File: config.mk
export PLATFORM = sky130hd
export DESIGN_NAME = mux_nway_skid
export DESIGN_NICKNAME = d
export VERILOG_FILES = /design/src/rtl/mux_nway_skid.sv
export SDC_FILE = /design/constraint.sdc
export NUM_CORES = 1
export LEC_CHECK = 0
export ABC_AREA = 1
export CORE_ASPECT_RATIO = 1.1
export CORE_MARGIN = 2
export CORE_UTILIZATION = 33
export DETAILED_ROUTE_END_ITERATION = 12
export PLACE_DENSITY = 0.76
export SYNTH_ARGS = -nofsm -noshare
export SYNTH_HDL_FRONTEND = slang
export SYNTH_SLANG_ARGS = --single-unit
File: constraint.sdc
create_clock -name clk -period 3.2 [get_ports clk]
set_input_delay 0.64 -clock clk [delete_from_list [all_inputs] [get_ports clk]]
set_output_delay 0.64 -clock clk [all_outputs]
set_load 0.01 [all_outputs]
File: src/rtl/mux_nway_skid.sv
// N-way operand select feeding a 2-entry skid buffer.
// The selected operand is registered into an output slot (O) and, under
// back-pressure, into a skid slot (S). Transfers use valid/ready handshakes
// on both sides, and out-of-range selects raise a sticky error flag.
module mux_nway_skid #(
  parameter int WIDTH  = 16,
  parameter int NUM_IN = 4,
  parameter int SEL_W  = 2
) (
  input  logic                    clk,
  input  logic                    rst,
  input  logic [NUM_IN*WIDTH-1:0] in_bus,
  input  logic [SEL_W-1:0]        sel,
  input  logic                    in_valid,
  output logic                    in_ready,
  output logic [WIDTH-1:0]        r,
  output logic                    r_valid,
  input  logic                    r_ready,
  output logic                    sel_err,
  output logic [1:0]              count
);

  // Occupancy encoding: bit 0 is O.valid and bit 1 is S.valid. S is only
  // ever occupied while O is, so the valid/ready outputs are plain register
  // bits with no decode.
  typedef enum logic [1:0] {
    ST_EMPTY = 2'b00,
    ST_ONE   = 2'b01,
    ST_FULL  = 2'b11
  } state_t;

  state_t             r_state;
  state_t             w_state_nxt;
  logic [WIDTH-1:0]   r_o_data;
  logic [WIDTH-1:0]   r_s_data;
  logic               r_sel_err;
  logic [WIDTH-1:0]   w_mux;
  logic [31:0]        w_sel_ext;
  logic               w_sel_ok;
  logic               w_accept;
  logic               w_consume;
  logic               w_ld_o_in;
  logic               w_ld_o_s;
  logic               w_ld_s;

  assign w_sel_ext = 32'(sel);
  assign w_sel_ok  = (w_sel_ext < 32'(NUM_IN));

  assign r_valid   = r_state[0];
  assign in_ready  = ~r_state[1];
  assign count     = {r_state[1], r_state[0] & ~r_state[1]};
  assign r         = r_o_data;
  assign sel_err   = r_sel_err;

  assign w_accept  = in_valid & in_ready;
  assign w_consume = r_valid & r_ready;

  // Operand select. Channel 0 is the fallback, so an out-of-range select
  // returns channel 0 and unselected channels never reach the result.
  always_comb begin
    w_mux = in_bus[WIDTH-1:0];
    for (int unsigned k = 1; k < NUM_IN; k++) begin
      if (w_sel_ext == k) begin
        w_mux = in_bus[k*WIDTH +: WIDTH];
      end
    end
  end

  // Occupancy register.
  always_ff @(posedge clk or posedge rst) begin
    if (rst) begin
      r_state <= ST_EMPTY;
    end else begin
      r_state <= w_state_nxt;
    end
  end

  // Next occupancy and slot load strobes; O always holds the older word.
  always_comb begin
    w_state_nxt = r_state;
    w_ld_o_in   = 1'b0;
    w_ld_o_s    = 1'b0;
    w_ld_s      = 1'b0;
    case (r_state)
      ST_EMPTY: begin
        if (w_accept) begin
          w_state_nxt = ST_ONE;
          w_ld_o_in   = 1'b1;
        end
      end
      ST_ONE: begin
        if (w_consume && w_accept) begin
          w_ld_o_in = 1'b1;
        end else if (w_consume) begin
          w_state_nxt = ST_EMPTY;
        end else if (w_accept) begin
          w_state_nxt = ST_FULL;
          w_ld_s      = 1'b1;
        end
      end
      ST_FULL: begin
        if (w_consume) begin
          w_state_nxt = ST_ONE;
          w_ld_o_s    = 1'b1;
        end
      end
      default: begin
        w_state_nxt = ST_EMPTY;
      end
    endcase
  end

  // Slot data registers; r only changes when O is loaded.
  always_ff @(posedge clk or posedge rst) begin
    if (rst) begin
      r_o_data <= '0;
      r_s_data <= '0;
    end else begin
      if (w_ld_o_in) begin
        r_o_data <= w_mux;
      end else if (w_ld_o_s) begin
        r_o_data <= r_s_data;
      end
      if (w_ld_s) begin
        r_s_data <= w_mux;
      end
    end
  end

  // Sticky out-of-range select flag, set only by an accepted word.
  always_ff @(posedge clk or posedge rst) begin
    if (rst) begin
      r_sel_err <= 1'b0;
    end else if (w_accept && !w_sel_ok) begin
      r_sel_err <= 1'b1;
    end
  end

endmodule
# Word-level counts from Yosys, hierarchy flattened
# Index checks and enable logic that the tools add are counted.
[classes]
add_sub_neg = 0
n_div = 0
order_cmp = 1
n_mul = 0
shift = 0
n_reduce_logical = 6
bitwise = 4
muxes = 19
eq_ne = 9
[op_table]
columns = ["cell", "n"]
rows = [
  ["$mux 16", 5],
  ["$mux 2", 5],
  ["$mux 1", 7],
  ["$eq 2x2->1 const B", 3],
  ["$ne 2x2->1 const B", 3],
  ["$pmux 2 s3", 1],
  ["$eq 2x1->1 const B", 2],
  ["$reduce_and 4->1", 1],
  ["$and 1x1->1", 3],
  ["$lt 2x3->1 const B", 1],
  ["$ne 3x3->1 const B", 1],
  ["$logic_and 1x1->1", 2],
  ["$logic_not 2->1", 1],
  ["$pmux 1 s2", 1],
  ["$reduce_bool 2->1", 1],
  ["$logic_not 1->1", 1],
  ["$not 1->1", 1],
]
[word_totals]
reg_bits = 35
n_memories = 0
mem_bits_ro = 0
elab_cells = 43
latch_bits = 0
ram_bits = 0
inputBits = 70

# Logic depth before layout (Yosys ltp)
[depth]
ltp_word = 6
ltp_mapped = 10

# Least setup slack after synthesis
# OpenSTA, ideal clock, no wires.
[synth_timing]
kind = "reg2reg"
startpoint = "register r_state[1]"
endpoint = "register r_o_data[0], in the netlist r[0]"
path_stages_with_launch = 9
t_arrival_ns = 1.639
setup_slack_ns = 1.444
path_cell_list = "dfrtp_1 inv_1 ha_1 nand3_1 a21oi_4 buf_4 nand3_1 nand2_1 nand2_1"
[synth_via]
elab_chain_cells = 6
word_cells_on_any_way = 12
[synth_rtl]
columns = ["element", "line_no", "source"]
rows = [
  ["start, declared", "32", "state_t r_state;"],
  ["start signal, assigned", "74", "r_state <= w_state_nxt;"],
  ["$not 1->1 *", "50", "assign in_ready = ~r_state[1];"],
  ["named net in_ready", "15", "output logic in_ready,"],
  ["$and 1x1->1 *", "55", "assign w_accept = in_valid & in_ready;"],
  ["$logic_and 1x1->1", "92", "if (w_consume && w_accept) begin"],
  ["$mux 1", "92", ""],
  ["$pmux 1 s2 *", "84", "case (r_state)"],
  ["$mux 16 / $reduce_bool 2->1 (equally long branches)", "--", ""],
  ["end signal, assigned", "120", "r_o_data <= w_mux;"],
  ["end signal, assigned", "122", "r_o_data <= r_s_data;"],
  ["end, declared", "34", "logic [WIDTH-1:0] r_o_data;"],
]
# The timed path passes the listed nets; every way through them passes the cells marked *.
# A chain may end at the register's enable or synchronous reset.

# Final worst setup path
[layout_timing]
startpoint = "register r_state[1]"
endpoint = "output count[0]"
[layout_via]
elab_chain_cells = 2
[layout_rtl]
columns = ["element", "line_no", "source"]
rows = [
  ["$not 1->1", "51", "assign count = {r_state[1], r_state[0] & ~r_state[1]};"],
  ["$and 1x1->1", "51", ""],
  ["end, declared", "20", "output logic [1:0] count"],
]
# Every way passes these cells.

==> flow_summary_export.csv <==
group,metric,value,unit
hold_path,hold_start,"r[11]$_DFFE_PP0P_",
hold_path,min_to,"r[11]$_DFFE_PP0P_",
drt,wl,6090,um
clock_tree,numCtsBuffers,5,
sta,rsz0062_at_grt,"false",
synthesis,syn_area_per_cell,6.43,um2
setup_path,cp-start-kind,"flop",
synthesis,ys_types,19,
die,dieHeight,90.7,um
global_route,grt_pass1_vias,2268,
drt,via_per_inst,4.58,
global_route,grtUsageMet1,21.5,%
power,p_int,1.33,mW
power,max-vdd-ir-drop,0.000353,V
setup_path,critPathArrivalTime,1.72,ns
global_route,top_usage_layer,"met2",
finish,final_cell_mix,"nand2_1 (151), clkdlybuf4s50_1 (89), inv_1 (47)",
placed_design,dpl.hpwl,4800,um
synthesis,syn_inst,351,
drt,drt_pass1_iterations,4,
sta,setup_ws,0.839,ns
power,p_sw_share,39.2,%
die,row_count,31,
setup_path,crit_required,2.56,ns
die,design.die.area,0.00751,mm2
clock_tree,clockBufferDepth,2,
sta,hold-worst-slack,0.479,ns
setup_path,crit_type,"flop to output pin",
setup_path,r2r_cells,8,
synthesis,ys_ff_latch,34,
sta,hold_violations,0,
sta,period_minus_slack,2.36,ns
clock_tree,cts_tree,"done",
placed_design,dp_worst_setup_slack,0.633,ns
global_route,gr-usage-met3,3.02,%
clock_tree,clk_latency,0.28,ns
power,p_seq_share,35.2,%
power,p_switching,0.855,mW
power,p_total,2.18,mW
synthesis,synth_warnings,0,
drt,num_vias,2384,
run_status,outcome,"finished clean",
setup_path,crit_path_top_delay_cell,"clkdlybuf4s50_1",
finish,nets,512,
placed_design,place.gp.congestion,0.881,
drt,antenna_left,0,
hold_path,hold_class,"flop to flop",
global_route,grt_max_degree,35,
clock_tree,cts-root-buf,"clkbuf_8",
clock_tree,path_clk_slew,0.07,ns
power,p_leak,1.69,nW
die,initial_utilization,34.2,%
placed_design,io_buffers,89,
sta,fin_crit_sh,73.8,%
clock_tree,clock-sinks,34,
sta,worstMarginPinSlew,0.551,ns
die,core-area,0.00659,mm2
sta,clock_skew,0.00466,ns
clock_tree,cts.htree.levels,2,
setup_path,reg2reg_slack,1.08,ns
global_route,grt_pass1_wl,10300,um
synthesis,ys_seq_area_share,37.7,%
global_route,grt_use_total,16.5,%
finish,area_delta_synth_final,44.8,%
power,comb_power_share,51.4,%
sta,finalSetupViolCount,0,
drt,drt_iter0_drc,163,
global_route,grt-ovfl-total,0,
finish,final_common_cell,"nand2_1",
drt,wire_per_inst,11.7,um
finish,utilization,49.5,%
sta,fin_tns_setup,0,ns
global_route,antenna_found_initial,0,
finish,n_antenna_cell,0,
setup_path,startpoint,"r_state[1]$_DFFE_PP0P_",
setup_path,worstReg2RegEnd,"r[13]$_DFFE_PP0P_",
synthesis,netlist_area,0.00226,mm2
sta,slew_headroom,63.2,%
power,clockPowerShare,13.3,%
die,die_x,82.8,um
clock_tree,post_cts_resized,0,
job,maxCapViolCount,0,
synthesis,syn-num-nets,425,
drt,drc_errors,0,
finish,drive_gt1_share,5.25,%
setup_path,end_kind,"output pin",
power,powerDensity,668,mW/mm2
setup_path,r2r_start,"r_state[1]$_DFFE_PP0P_",
die,num_io_pins,91,
setup_path,slowest_delay,0.57,ns
clock_tree,post_cts_buffers,0,
global_route,grt_use_met2,27.6,%
hold_path,hold-path-cell-count,2,
sta,fmax,424,MHz
setup_path,crit_fanout,5,
clock_tree,ctsHoldBuffers,0,
sta,slew_violations,0,
setup_path,crit_chain,"inv_1 > ha_1 > clkdlybuf4s50_1",
-- how the worst max path moves through the flow --
stage | end | slack (ns) | cells past startpoint
6_report | count[0] | 0.84 | 3
5_1_grt | r[12]$_DFFE_PP0P_ | 0.74 | 10
4_1_cts | count[0] | 0.84 | 3
3_5_place_dp | r[5]$_DFFE_PP0P_ | 0.63 | 10
3_3_place_gp | r[8]$_DFFE_PP0P_ | 0.73 | 10
2_1_floorplan | r[0]$_DFFE_PP0P_ | 1.44 | 8
-- registers in the layout, indices dropped and copies added (netlist names) --
signal,flops
r_state,2
r_s_data,16
r,16
-- power by group through the flow --
stage / sequential [mW] / combinational, mW / clock [mW]
finish: 0.769 / 1.12 / 0.291
global route: 0.804 / 1.26 / 0.313
CTS: 0.771 / 1.13 / 0.296
detailed placement: 0.778 / 1.12 / 0
global placement: 0.771 / 1.09 / 0
floorplan: 0.809 / 0.616 / 0
-- synthesized netlist by cell type --
cell type | count | area (um2)
nand2_1 | 151 | 567
inv_1 | 47 | 176
nand3_1 | 42 | 210
dfrtp_1 | 34 | 851
nor2_1 | 21 | 78.8
o21ai_0 | 17 | 85.1
a31oi_1 | 8 | 50.1
buf_4 | 6 | 45.0
inv_2 | 5 | 18.8
buf_2 | 4 | 20.0
ha_1 | 4 | 50.1
nand2_2 | 3 | 18.8
nor2_4 | 2 | 22.5
o21ai_2 | 2 | 17.5
a21oi_4 | 1 | 16.3
buf_6 | 1 | 11.3
conb_1 | 1 | 3.75
nand3b_1 | 1 | 7.51
nor2_2 | 1 | 6.26
-- critical path, delay by kind of cell (launching register included) --
kind / cells / cell delay (ns)
adder cells (fa/ha/maj): 1 / 0.28
flip-flops: 1 / 0.43
buffers and inverters: 2 / 0.73
-- cell families (layout without fill, tap and decap cells) --
| logic type | count (synthesis) | count (layout) | share of synthesized area [%] |
|---|---|---|---|
| DFF | 34 | 34 | 37.7 |
| other | 1 | 1 | 0.166 |
| and+or+nand+nor | 221 | 221 | 40.4 |
| buffers and inverters | 63 | 150 | 12.0 |
| adders and majority gates | 4 | 4 | 2.22 |
| AOI/OAI and AO/OA | 28 | 28 | 7.49 |
-- per-stage QoR --
stage	cells	instance area, um2
after floorplan	351	2260
after global placement	513	3190
after detailed placement	513	3190
after CTS	520	3270
after global routing	520	3270
final	520	3270
-- layer usage --
| metal | wire, um | up-vias |
|---|---|---|
| met5 | 0 | - |
| met4 | 44 | 0 |
| met3 | 307 | 2 |
| met2 | 2900 | 75 |
| met1 | 2840 | 1063 |
| li1 | - | 1244 |
-- final cells by class --
class	instances	area, um2
fillers	638	3330
clock inverters	2	10.0
multi-input cells	254	1130
flip-flops and latches	34	851
well taps	82	103
repair buffers	91	906
clock buffers	5	68.8
inverters	52	195
Power figures use the tool's default switching activity.
